**src/rtl/brg_pkg.sv**
```systemverilog
//==============================================================================
// brg_pkg : shared types and defaults for the brg_prog generator.  Rev 1.0
//==============================================================================
`default_nettype none

package brg_pkg;

  typedef enum logic [0:0] {
    BRG_IDLE = 1'b0,
    BRG_RUN  = 1'b1
  } brg_state_t;

  localparam int BRG_CNT_W   = 16;
  localparam int BRG_OVS     = 16;
  localparam int BRG_DIV_RST = 2;
  localparam int BRG_FRAC_W  = 4;

endpackage

`default_nettype wire

```
**src/rtl/brg_prog_if.sv**
```systemverilog
//==============================================================================
// brg_prog_if : control/status bundle between a host and brg_prog.  Rev 1.0
//==============================================================================
`default_nettype none

interface brg_prog_if
  import brg_pkg::*;
#(
  parameter int CNT_W = BRG_CNT_W
);
  logic                  en;
  logic                  div_wr;
  logic [CNT_W-1:0]      div_in;
  logic [BRG_FRAC_W-1:0] frac_in;
  logic [CNT_W-1:0]      div_q;
  logic                  div_pend;
  logic                  tick_ovs;
  logic                  tick_baud;
  logic                  clk_out;

  modport master (
    output en, div_wr, div_in, frac_in,
    input  div_q, div_pend, tick_ovs, tick_baud, clk_out
  );

  modport slave (
    input  en, div_wr, div_in, frac_in,
    output div_q, div_pend, tick_ovs, tick_baud, clk_out
  );
endinterface

`default_nettype wire

```
**src/rtl/brg_tick_cnt.sv**
```systemverilog
//==============================================================================
// brg_tick_cnt : modulo-Neff tick counter, pending divisor and optional
// fractional trim (BRG_FRAC_EN).  Rev 1.0
//==============================================================================
`default_nettype none

module brg_tick_cnt
  import brg_pkg::*;
#(
  parameter int CNT_W   = BRG_CNT_W,
  parameter int DIV_RST = BRG_DIV_RST
)(
  input  wire logic                  Sys_clk,
  input  wire logic                  reset,
  input  wire logic                  i_en,
  input  wire logic                  i_run,
  input  wire logic                  i_div_wr,
  input  wire logic [CNT_W-1:0]      i_div_in,
  input  wire logic [BRG_FRAC_W-1:0] i_frac_in,
  output logic                       o_wrap,
  output logic [CNT_W-1:0]           o_div_q,
  output logic                       o_div_pend
);

  logic [CNT_W-1:0] r_cnt;
  logic [CNT_W-1:0] r_div_q;
  logic [CNT_W-1:0] r_pend_val;
  logic             r_pend;
  logic [CNT_W-1:0] w_n;
  logic             w_stretch;

  assign w_n    = (r_div_q == '0) ? CNT_W'(1) : r_div_q;
  // A stretched period ends one count later (terminal count N instead of N-1).
  assign o_wrap = i_en && (r_cnt == (w_stretch ? w_n : w_n - 1'b1));

`ifdef BRG_FRAC_EN
  logic [BRG_FRAC_W-1:0] r_acc;
  logic                  r_stretch;
  logic [BRG_FRAC_W:0]   w_acc_sum;

  assign w_acc_sum = {1'b0, r_acc} + {1'b0, i_frac_in};
  assign w_stretch = r_stretch;

  always_ff @(posedge Sys_clk) begin
    if (!reset || !i_en) begin
      r_acc     <= '0;
      r_stretch <= 1'b0;
    end else if (o_wrap) begin
      r_acc     <= w_acc_sum[BRG_FRAC_W-1:0];
      r_stretch <= w_acc_sum[BRG_FRAC_W];
    end
  end
`else
  logic w_unused_frac;
  assign w_unused_frac = ^i_frac_in;
  assign w_stretch     = 1'b0;
`endif

  always_ff @(posedge Sys_clk) begin
    if (!reset || !i_en || o_wrap) r_cnt <= '0;
    else                           r_cnt <= r_cnt + 1'b1;
  end

  always_ff @(posedge Sys_clk) begin
    if (!reset) begin
      r_div_q    <= CNT_W'(DIV_RST);
      r_pend     <= 1'b0;
      r_pend_val <= '0;
    end else if (!i_run) begin
      if (i_div_wr) r_div_q <= i_div_in;
      r_pend <= 1'b0;
    end else if (!i_en || o_wrap) begin
      // Leaving RUN or reaching a period boundary: commit the newest value.
      if (i_div_wr)    r_div_q <= i_div_in;
      else if (r_pend) r_div_q <= r_pend_val;
      r_pend <= 1'b0;
    end else if (i_div_wr) begin
      r_pend_val <= i_div_in;
      r_pend     <= 1'b1;
    end
  end

  assign o_div_q    = r_div_q;
  assign o_div_pend = r_pend;

endmodule

`default_nettype wire

```
**src/rtl/brg_prog.sv**
```systemverilog
//==============================================================================
// brg_prog : programmable oversample/baud strobe and square-clock generator.
// Optional fractional trim with BRG_FRAC_EN.  Rev 1.0
//==============================================================================
`default_nettype none

module brg_prog
  import brg_pkg::*;
#(
  parameter int CNT_W   = BRG_CNT_W,
  parameter int OVS     = BRG_OVS,
  parameter int DIV_RST = BRG_DIV_RST
)(
  input  wire logic Sys_clk,
  input  wire logic reset,
  brg_prog_if.slave bus
);

  localparam logic [0:0] ST_IDLE  = BRG_IDLE;
  localparam logic [0:0] ST_RUN   = BRG_RUN;
  localparam int         OVS_W    = (OVS > 1) ? $clog2(OVS) : 1;
  localparam logic [OVS_W-1:0] OVS_LAST = OVS_W'(OVS - 1);

  logic [0:0]       r_state;
  logic [OVS_W-1:0] r_ovs;
  logic             r_tick_ovs;
  logic             r_tick_baud;
  logic             r_clk_out;
  logic             w_wrap;
  logic [CNT_W-1:0] w_div_q;
  logic             w_div_pend;

  brg_tick_cnt #(
    .CNT_W   (CNT_W),
    .DIV_RST (DIV_RST)
  ) u_tick_cnt (
    .Sys_clk    (Sys_clk),
    .reset      (reset),
    .i_en       (bus.en),
    .i_run      (r_state == ST_RUN),
    .i_div_wr   (bus.div_wr),
    .i_div_in   (bus.div_in),
    .i_frac_in  (bus.frac_in),
    .o_wrap     (w_wrap),
    .o_div_q    (w_div_q),
    .o_div_pend (w_div_pend)
  );

  always_ff @(posedge Sys_clk) begin
    if (!reset) begin
      r_state     <= ST_IDLE;
      r_ovs       <= '0;
      r_tick_ovs  <= 1'b0;
      r_tick_baud <= 1'b0;
      r_clk_out   <= 1'b0;
    end else begin
      r_state <= bus.en ? ST_RUN : ST_IDLE;
      if (!bus.en) begin
        r_ovs       <= '0;
        r_tick_ovs  <= 1'b0;
        r_tick_baud <= 1'b0;
        r_clk_out   <= 1'b0;
      end else begin
        r_tick_ovs  <= w_wrap;
        r_tick_baud <= w_wrap && (r_ovs == OVS_LAST);
        if (w_wrap) begin
          r_ovs     <= (r_ovs == OVS_LAST) ? '0 : r_ovs + 1'b1;
          r_clk_out <= ~r_clk_out;
        end
      end
    end
  end

  assign bus.div_q     = w_div_q;
  assign bus.div_pend  = w_div_pend;
  assign bus.tick_ovs  = r_tick_ovs;
  assign bus.tick_baud = r_tick_baud;
  assign bus.clk_out   = r_clk_out;

endmodule

`default_nettype wire
```
**src/flat_wrapper.sv**
```systemverilog
// flat-port wrapper written by rule: the top's interface ports become plain ports
module brg_prog_flat import brg_pkg::*;
#(
  parameter int CNT_W   = BRG_CNT_W,
  parameter int OVS     = BRG_OVS,
  parameter int DIV_RST = BRG_DIV_RST
)
  (Sys_clk, reset, bus_en, bus_div_wr, bus_div_in, bus_frac_in, bus_div_q, bus_div_pend, bus_tick_ovs, bus_tick_baud, bus_clk_out);
  brg_prog_if #(.CNT_W(CNT_W)) bus_i ();
  input  wire logic Sys_clk;
  input  wire logic reset;
  input wire logic [$bits(bus_i.en)-1:0] bus_en;
  input wire logic [$bits(bus_i.div_wr)-1:0] bus_div_wr;
  input wire logic [$bits(bus_i.div_in)-1:0] bus_div_in;
  input wire logic [$bits(bus_i.frac_in)-1:0] bus_frac_in;
  output wire logic [$bits(bus_i.div_q)-1:0] bus_div_q;
  output wire logic [$bits(bus_i.div_pend)-1:0] bus_div_pend;
  output wire logic [$bits(bus_i.tick_ovs)-1:0] bus_tick_ovs;
  output wire logic [$bits(bus_i.tick_baud)-1:0] bus_tick_baud;
  output wire logic [$bits(bus_i.clk_out)-1:0] bus_clk_out;
  assign bus_i.en = bus_en;
  assign bus_i.div_wr = bus_div_wr;
  assign bus_i.div_in = bus_div_in;
  assign bus_i.frac_in = bus_frac_in;
  assign bus_div_q = bus_i.div_q;
  assign bus_div_pend = bus_i.div_pend;
  assign bus_tick_ovs = bus_i.tick_ovs;
  assign bus_tick_baud = bus_i.tick_baud;
  assign bus_clk_out = bus_i.clk_out;
  brg_prog #(.CNT_W(CNT_W), .OVS(OVS), .DIV_RST(DIV_RST)) u_core (.Sys_clk(Sys_clk), .reset(reset), .bus(bus_i));
endmodule
```
**config.mk**
```make
export PLATFORM = sky130hd
export DESIGN_NAME = brg_prog_flat
export DESIGN_NICKNAME = d
export VERILOG_FILES = /design/src/rtl/brg_pkg.sv /design/src/rtl/brg_prog_if.sv /design/src/rtl/brg_tick_cnt.sv /design/src/rtl/brg_prog.sv /design/src/flat_wrapper.sv
export SDC_FILE = /design/constraint.sdc
export NUM_CORES = 1
export LEC_CHECK = 0
export ABC_AREA = 1
export CAP_MARGIN = 40
export CORE_MARGIN = 1
export CORE_UTILIZATION = 30
export DETAILED_ROUTE_END_ITERATION = 8
export SETUP_SLACK_MARGIN = 0.2
export SLEW_MARGIN = 20
export SYNTH_ARGS = -nofsm -noshare
export SYNTH_HDL_FRONTEND = slang
export SYNTH_SLANG_ARGS = --single-unit
```
**constraint.sdc**
```tcl
create_clock -name Sys_clk -period 7.4 [get_ports Sys_clk]
set_clock_uncertainty 0.15 [all_clocks]
set_input_delay 1.85 -clock Sys_clk [delete_from_list [all_inputs] [get_ports Sys_clk]]
set_output_delay 1.85 -clock Sys_clk [all_outputs]
set_load 0.02 [all_outputs]
```
# ---- Word-level counts from Yosys, hierarchy flattened
# Cells that the tools add are included.
# W data, S select, Z words.
dict set report totals {
  ramBits 0
  reg_bits 57
  wordCells 41
  latchBits 0
  output_inout_bits 20
  n_memories 0
  rom_bits 0
}
dict set report classes {
  n_eq_ne 4
  order_cmp 0
  addsub 3
  shifts 0
  muxes 8
  n_mul 0
  n_bitwise 4
  n_div 0
  reduce_logical 13
}
# op count
set op_table {}
lappend op_table {{$mux W16} 6}
lappend op_table {{$add A16 B1 Y16 const B} 1}
lappend op_table {{$eq A16 B16 Y1} 1}
lappend op_table {{$logic_not A16 Y1} 1}
lappend op_table {{$sub A16 B1 Y16 const B} 1}
lappend op_table {{$reduce_and A3 Y1} 2}
lappend op_table {{$add A4 B1 Y4 const B} 1}
lappend op_table {{$eq A4 B4 Y1 const B} 1}
lappend op_table {{$mux W4} 1}
lappend op_table {{$not A1 Y1} 4}
lappend op_table {{$logic_or A1 B1 Y1} 3}
lappend op_table {{$ne A3 B3 Y1 const B} 1}
lappend op_table {{$reduce_or A3 Y1} 1}
lappend op_table {{$logic_and A1 B1 Y1} 2}
lappend op_table {{$logic_not A1 Y1} 2}
lappend op_table {{$ne A2 B2 Y1 const B} 1}
lappend op_table {{$reduce_and A2 Y1} 1}
lappend op_table {{$reduce_bool A2 Y1} 1}
lappend op_table {{$mux W1} 1}

# ---- Longest topological paths before layout
# Gate-level depths: netlist of run 1.
dict set report depth {
  ltp_word 8
  ltp_mapped 24
  depth_no_buf 23
}

# ---- By module
# A second synthesis of run 1 with hierarchy kept.
dict set report unflattened {
  hier_cells 515
  area_unflattened_um2 3231.8
}
# module instances area_per_inst_um2 seq_area_each_um2 cells_per_inst
set modules_own_cells {}
lappend modules_own_cells {brg_tick_cnt 1 2931.6 980.9 479}
lappend modules_own_cells {brg_prog 1 300.3 160.2 36}

# ---- Worst setup path after synthesis of run 1
# No wires, ideal clock.
dict set report synth_timing {
  kind {input-to-reg}
  start {in bus_div_wr}
  end {reg u_core.u_tick_cnt.r_div_q[15] (netlist: u_core.u_tick_cnt.o_div_q[15])}
  path_stages 7
  required_ps 7137
  path_slack_ps 4423
  setup_time_ps 113
  t_arrival_ps 2714
  path_cell_list {or2_2 -> clkbuf_1 -> clkbuf_1 -> nand2_1 -> o21ai_0 -> nor2_1 -> nor2_1}
}
dict set report synth_between {
  elab_chain_cells 3
  elab_cells_between_ends 6
}
# element line_no
set synth_rtl {}
lappend synth_rtl {{start: declaration} flat_wrapper.sv:13} ;# input wire logic [$bits(bus_i.div_wr)-1:0] bus_div_wr;
lappend synth_rtl {{$mux W16} brg_tick_cnt.sv:74} ;# if (i_div_wr) r_div_q <= i_div_in;
lappend synth_rtl {{$mux W16} brg_tick_cnt.sv:72} ;# end else if (!i_en || o_wrap) begin
lappend synth_rtl {{$mux W16} brg_tick_cnt.sv:69} ;# end else if (!i_run) begin
lappend synth_rtl {{end signal: assignment} brg_tick_cnt.sv:70} ;# if (i_div_wr) r_div_q <= i_div_in;
lappend synth_rtl {{end signal: assignment} brg_tick_cnt.sv:74}
lappend synth_rtl {{end signal: assignment} brg_tick_cnt.sv:75} ;# else if (r_pend) r_div_q <= r_pend_val;
lappend synth_rtl {{end: declaration} brg_tick_cnt.sv:26} ;# logic [CNT_W-1:0] r_div_q;
# Several ways; a longest one is shown, not always the timed one. The select of a mux whose other input is x is not followed.
# A chain may end at the register's enable or synchronous reset.

# ---- Final worst setup path of run 1
dict set report layout_timing {
  start {in reset}
  end {reg u_core.u_tick_cnt.r_cnt[10]}
}
dict set report layout_between {
  elab_chain_cells 3
}
# element line_no
set layout_rtl {}
lappend layout_rtl {{start: declaration} flat_wrapper.sv:11} ;# input wire logic reset;
lappend layout_rtl {{$logic_not A1 Y1} n/a}
lappend layout_rtl {{$logic_or A1 B1 Y1 (2 in series)} brg_tick_cnt.sv:60} ;# if (!reset || !i_en || o_wrap) r_cnt <= '0;
lappend layout_rtl {{end signal: assignment} brg_tick_cnt.sv:61} ;# else r_cnt <= r_cnt + 1'b1;
lappend layout_rtl {{end: declaration} brg_tick_cnt.sv:25} ;# logic [CNT_W-1:0] r_cnt;
# No other way between the ends.

==> summary.md, run 1 <==
| Metric | Value |
|---|---|
| Status | `complete, no violations` |
| WHS Path Cells | `1` |
| Skew-Pair Late Insertion Delay | `0.33 ns` |
| Ys Warns | `0` |
| Ant. Diodes | `0` |
| Most common cell on crit path | `nand2_1` |
| Sum Neg Setup Slack | `0 ns` |
| CP max FO | `33` |
| Post-CTS setup buffers | `0` |
| Synth Instances | `557` |
| Gr ovfl total | `0` |
| Final period util | `48.6%` |
| Final setup fails | `0` |
| Crit path largest cell delay | `0.46 ns` |
| Pwr Total | `0.859 mW` |
| Ys flop type | `dfxtp_1` |
| Final Wtd Congestion | `0.893` |
| Most Used Layer, Global Route | `met2` |
| Final ANT Viol Nets | `0` |
| CTS tree | `built` |
| Antenna violations before repair | `0` |
| Setup ws final | `3.81 ns` |
| Max Root-Sink Buffers | `2` |
| Die Span Y | `109 um` |
| Post-CTS Resized | `0` |
| Row cnt | `38` |
| Sequential fraction of the synthesis area | `33.5%` |
| Clk pin slew, worst setup/hold paths | `0.05 ns` |
| CTS Hold Bufs | `0` |
| Register bit total from synthesis | `57` |
| First-pass GRT wire length | `13,800 um` |
| Die width | `109 um` |
| Yosys cell types | `28` |
| Layout cells sized above 1 | `5.71%` |
| Top post-synthesis cells by count | `174 x nand2_1, 107 x nor2_1, 73 x inv_1` |
| Syn_area_per_cell | `6.11 um2` |
| Cells after DPL | `719` |
| WP data required | `7.49 ns` |
| Syn nets | `584` |
| Final cell count without fillers | `735` |
| Area leader, netlist | `dfxtp_1` |
| Design area | `4150 um2` |
| Die Area | `11,800 um2` |
| Worst-margin pin slew | `0.689 ns` |
| Clk sinks | `57` |
| Number of max-cap violations | `0` |
| CP arrival | `3.68 ns` |
| Htree depth | `3` |
| Startpoint class of the critical path | `input port` |
| Post-Syn Area | `3400 um2` |
| Slew HR | `53.9%` |
| Worst Hold Class | `flip-flop to flip-flop` |
| Worst r2r dst | `u_core.r_ovs[2]$_SDFFE_PN0P_` |
| Pre-CTS setup slack | `3.43 ns` |
| Final nets | `617` |
| Worst reg2reg setup slack | `3.83 ns` |
| Unrepaired setup endpoints after global routing | `no` |
| Crit path buf inv count | `3` |
| Register area | `1140 um2` |
| Slowest library cell on the worst path | `clkdlybuf4s50_1` |
| WL per Instance | `10.9 um` |
| Power per Cell Area | `207 nW/um2` |
| Slew Viols, Final | `0` |
| Endpoint class of the critical path | `flip-flop` |
| Initial DRC Count | `157` |
| CP top delay family | `buffers and inverters` |
| Leak Pwr | `1.96 nW` |
| DRT Wirelength | `8020 um` |
| 1st-pass router iterations | `4` |
| CP Depth | `6` |
| # IOs | `44` |
| Overall routing resource usage | `15.0%` |
| R2R Path Start | `u_core.u_tick_cnt.o_div_q[4]$_SDFFE_PN0P_` |
| Fmax | `278 MHz` |
| Reg2Reg Depth | `20` |
| Port bufs | `39` |
| CP cell instances | `clkdlybuf4s50_1 > buf_4 > nand2_1 > inv_1 > nand2_1 > nor3b_1` |
| Hold EP | `u_core.bus.clk_out$_SDFFE_PN0P_` |
| Post-synth EDFFs | `0` |
| Final hold viol count | `0` |
| Synth top area cells | `dfxtp_1 34%, nand2_1 19%, nor2_1 12%, inv_1 8.1%, nand3_1 4.4%` |
| Initial Util | `31.1%` |
| Tmin final | `3.59 ns` |
| Area Growth Syn to Fin | `21.9%` |
| Crit Path Category | `input port to flip-flop` |
| Met3 Resource Use GR | `4.04%` |
| Filler Cells Inserted | `1,174` |
| Async SR Flop Fraction | `0%` |
| Via Count | `3,294` |
| Met1 Track Usage GR | `17.7%` |
| Core Region | `10,900 um2` |
| Vias in the first global route | `3,058` |
| Multi-input gate area | `1890 um2` |
| Root Buffer Master | `clkbuf_16` |
| Share of the synthesized area in the top cell type | `33.5%` |
| DP Area | `3870 um2` |
| Worst vdd ir | `116 uV` |
| Count leader, synth | `nand2_1` |
| Met2 Use GR | `24.9%` |
| Inserted Clock Buffers | `9` |
| DRC | `0` |
| Avg Vias per Cell | `4.48` |
| DP Wirelength | `6030 um` |
| Largest net degree at the start of global routing | `34` |
| Hold Startpoint | `u_core.bus.clk_out$_SDFFE_PN0P_` |
## per-stage QoR
stage	hold slack, ns	util, %
after floorplan	0.287	-
after global placement	0.304	35.4
after detailed placement	0.306	35.4
final	0.314	38.0
after CTS	0.312	38.0
after global routing	0.347	38.0
## layout make-up
class                           instances  share of cell area (%)
Timing Repair Buffer                   40                    9.59
Tap cell                              140                    4.22
Clock inverter                          2                   0.301
Inverter                               73                    6.60
Sequential cell                        57                    27.5
Clock buffer                           14                    6.36
Multi-Input combinational cell        409                    45.4
## state kept, by name (all words and copies together), names as in the netlist
name / flops
u_core.u_tick_cnt.r_cnt: 16
u_core.bus.tick_ovs: 1
u_core.u_tick_cnt.o_div_q: 16
u_core.bus.clk_out: 1
u_core.r_ovs: 4
u_core.u_tick_cnt.o_div_pend: 1
u_core.u_tick_cnt.r_pend_val: 16
u_core.r_state: 1
u_core.bus.tick_baud: 1
## layer usage
metal / wire, um / up-vias
met5: 0 / -
met4: 240 / 0
met3: 385 / 20
met2: 3710 / 69
met1: 3690 / 1439
li1: - / 1766
## placed cells by master (no fill, tap or decap), drive strengths merged
cell type | Yosys | layout
clkdlybuf4s50 | 0 | 39
nand3b | 2 | 2
nand3 | 32 | 32
a21oi | 10 | 10
clkbuf | 6 | 14
inv | 73 | 73
xor2 | 9 | 9
xnor2 | 9 | 9
clkinvlp | 0 | 1
nand2 | 178 | 178
dfxtp | 57 | 57
nor3b | 5 | 5
nand4 | 8 | 8
buf | 12 | 1
clkinv | 0 | 1
ha | 3 | 3
or2 | 5 | 5
xnor3 | 1 | 1
nor3 | 8 | 8
o21ai | 24 | 24
nor2 | 115 | 115
## worst register-to-register path, cell delays in order (launching register included)
cell,delay [ns]
dfxtp_1,0.46
nor2_2,0.08
nand2_2,0.13
nor2_4,0.05
nand2_2,0.19
nand2_1,0.11
inv_1,0.07
ha_1,0.20
nand2_1,0.15
nor2_2,0.23
nand3_1,0.17
nand2_1,0.13
o21ai_0,0.09
nor2_1,0.11
nand2_1,0.07
nor2_2,0.18
nand3_4,0.14
nand2_1,0.54
nand2_1,0.10
nand2_1,0.09
inv_1,0.04
## logic make-up after synthesis
| kind of cell | count (synthesis) | share of synthesized area (%) |
|---|---|---|
| DFF | 57 | 33.5 |
| and+or+nand+nor | 353 | 44.0 |
| AOI/OAI and AO/OA | 34 | 5.00 |
| buffers and inverters | 91 | 11.1 |
| xor gates and xnor gates | 19 | 5.29 |
| adders and majority gates | 3 | 1.10 |
## worst max path at each step
| stage | endpoint | slack (ns) | startpoint |
|---|---|---|---|
| floorplan | u_core.u_tick_cnt.o_div_q[15]$_SDFFE_PN0P_ | 4.42 | bus_div_wr |
| global placement | u_core.u_tick_cnt.r_cnt[10]$_SDFF_PP0_ | 3.48 | reset |
| detailed placement | u_core.u_tick_cnt.r_cnt[3]$_SDFF_PP0_ | 3.43 | reset |
| CTS | u_core.u_tick_cnt.r_cnt[10]$_SDFF_PP0_ | 3.77 | reset |
| global route | u_core.r_ovs[2]$_SDFFE_PN0P_ | 3.41 | u_core.u_tick_cnt.o_div_q[4]$_SDFFE_PN0P_ |
| finish | u_core.u_tick_cnt.r_cnt[10]$_SDFF_PP0_ | 3.81 | reset |
## power breakdown
group          switching (mW)  internal [mW]  total, mW  leakage, nW
Sequential             0.0136          0.319      0.332        0.465
Clock                   0.137          0.244      0.380        0.133
Combinational          0.0879         0.0585      0.146         1.36
Power figures use the tool's default switching activity.
==> run 2, diff against run 1 <==
Clock period 7.4 ns to 3.2 ns, I/O delays scaled along.
==> run 2 against run 1 <==
- die area stayed put
- register-to-register slack worse by 3.5 ns
- sequential power grew 130%
- design area is 7.8% higher
- combinational power rose to 2.8 times the previous value
- non-clock buffer count increased by 20
- worst setup slack lost 3.4 ns
- routed wire length increased by 2.5%
- critical path depth is 17 higher
- global-route usage up 0.15 points
- hold slack got worse by 0.0011 ns
==> summary.md, run 2 (synthesis gave the netlist of run 1 again) <==
| Metric | Value |
|---|---|
| Status | `complete, no violations` |
| Initial DRC Count | `162` |
| CP arrival | `2.90 ns` |
| Layout cells sized above 1 | `12.4%` |
| Final hold viol count | `0` |
| DP Wirelength | `6250 um` |
| Reg2Reg Depth | `23` |
| Worst-margin pin slew | `0.483 ns` |
| WL per Instance | `10.9 um` |
| 1st-pass router iterations | `5` |
| Pwr Total | `2.19 mW` |
| Final nets | `637` |
| Slew Viols, Final | `0` |
| Most frequent cells in the layout | `169 x nand2_1, 103 x nor2_1, 72 x inv_1, 52 x dfxtp_1, 39 x clkdlybuf4s50_1` |
| Max Root-Sink Buffers | `2` |
| Design area | `4470 um2` |
| Overall routing resource usage | `15.2%` |
| Final setup fails | `0` |
| # IOs | `44` |
| Worst vdd ir | `266 uV` |
| Tmin final | `2.82 ns` |
| CTS Hold Bufs | `0` |
| Final Wtd Congestion | `0.862` |
| Startpoint class of the critical path | `flip-flop` |
| Inserted Clock Buffers | `9` |
| Initial Util | `31.1%` |
| Antenna violations before repair | `0` |
| DRT Wirelength | `8220 um` |
| Row cnt | `38` |
| Worst Hold Class | `flip-flop to flip-flop` |
| Most common cell on crit path | `nand2_1` |
| Avg Vias per Cell | `4.41` |
| Final period util | `88.2%` |
| Skew-Pair Late Insertion Delay | `0.33 ns` |
| Leak Pwr | `2.11 nW` |
| Slew HR | `67.8%` |
| Filler Cells Inserted | `1,172` |
| Crit path buf inv count | `2` |
| First-pass GRT wire length | `14,000 um` |
| Unrepaired setup endpoints after global routing | `no` |
| Sum Neg Setup Slack | `0 ns` |
| Htree depth | `3` |
| Port bufs | `39` |
| CTS tree | `built` |
| CP max FO | `31` |
| Core Region | `10,900 um2` |
| Die Area | `11,800 um2` |
| WHS Path Cells | `1` |
| Commonest non-fill, non-tap cell in the layout | `nand2_1` |
| Clk pin slew, worst setup/hold paths | `0.05 ns` |
| Ant. Diodes | `0` |
| Fmax | `354 MHz` |
| Endpoint class of the critical path | `flip-flop` |
| Clk sinks | `57` |
| WP data required | `3.27 ns` |
| Number of max-cap violations | `0` |
| CP Depth | `23` |
| Root Buffer Master | `clkbuf_16` |
| Vias in the first global route | `3,198` |
| Via Count | `3,326` |
| Crit path largest cell delay | `0.40 ns` |
| Slowest library cell on the worst path | `dfxtp_2` |
| Die width | `109 um` |
| Area Growth Syn to Fin | `31.5%` |
| Crit Path Category | `flip-flop to flip-flop` |
| Power per Cell Area | `490 nW/um2` |
| DP Area | `4020 um2` |
| Gr ovfl total | `0` |
| CP top delay family | `simple AND/OR/NAND/NOR gates` |
| DRC | `0` |
| Die Span Y | `109 um` |
| Largest net degree at the start of global routing | `33` |
| CP cell instances | `nor2_4 > nand2_1 > nor2_1 > nand2_2 > nand2_1 > inv_1 > ha_2 > nand2_4 > nor2_4 > nand2_1 > nand2_1 > nand2_1 > nand2_1 > nand2_1 > nor2_1 > nand2_1 > nor2_4 > nand3_4 > nand2_4 > nand2_2 > buf_12 > nor2_1 > nor2_1` |
| Final ANT Viol Nets | `0` |
## run 2: worst paths after layout
check | start | endpoint | slack [ns]
hold / removal | u_core.bus.clk_out$_SDFFE_PN0P_ | u_core.bus.clk_out$_SDFFE_PN0P_ | 0.31
setup reg to reg | u_core.u_tick_cnt.o_div_q[2]$_SDFFE_PN0P_ | u_core.u_tick_cnt.o_div_q[6]$_SDFFE_PN0P_ | 0.38
setup / recovery | u_core.u_tick_cnt.o_div_q[2]$_SDFFE_PN0P_ | u_core.u_tick_cnt.o_div_q[6]$_SDFFE_PN0P_ | 0.38
hold reg to reg | u_core.bus.clk_out$_SDFFE_PN0P_ | u_core.bus.clk_out$_SDFFE_PN0P_ | 0.31
## run 2: area by class of cell
class	instances	area [um2]	area share [%]
Timing Repair Buffer	60	586	13.1
Sequential cell	57	1150	25.6
Clock inverter	5	78.8	1.76
Tap cell	140	175	3.91
Inverter	73	277	6.18
Clock buffer	11	243	5.43
Multi-Input combinational cell	409	1970	44.0
## run 2: per-stage QoR
stage | hold slack, ns | utilization (%) | worst slack, ns | cells
finish | 0.313 | 40.9 | 0.377 | 755
global route | 0.353 | 40.9 | 0.178 | 755
CTS | 0.315 | 39.9 | 0.211 | 750
detailed placement | 0.308 | 36.8 | 0.100 | 734
global placement | 0.301 | 36.8 | 0.134 | 734
floorplan | 0.287 | - | 0.412 | 557
## run 2: what timing repair did
item,4_1_cts,5_1_grt
pin swaps,1,13
buffers inserted,0,5
endpoints found under the setup margin,51,53
resized for setup,4,24
## run 2: layer usage
metal  track usage (%)  wire length, um  vias to the layer above
met1              17.8             3780                     1445
met3              3.68              397                       16
met4              7.53              243                        0
met5                 0                0                        -
met2              25.7             3800                       65
li1                  -                -                     1800
## run 2: where the power goes
part           switching (mW)  total [mW]  internal, mW
logic                   0.232       0.402         0.170
clock network           0.333        1.03         0.700
registers              0.0199       0.758         0.738
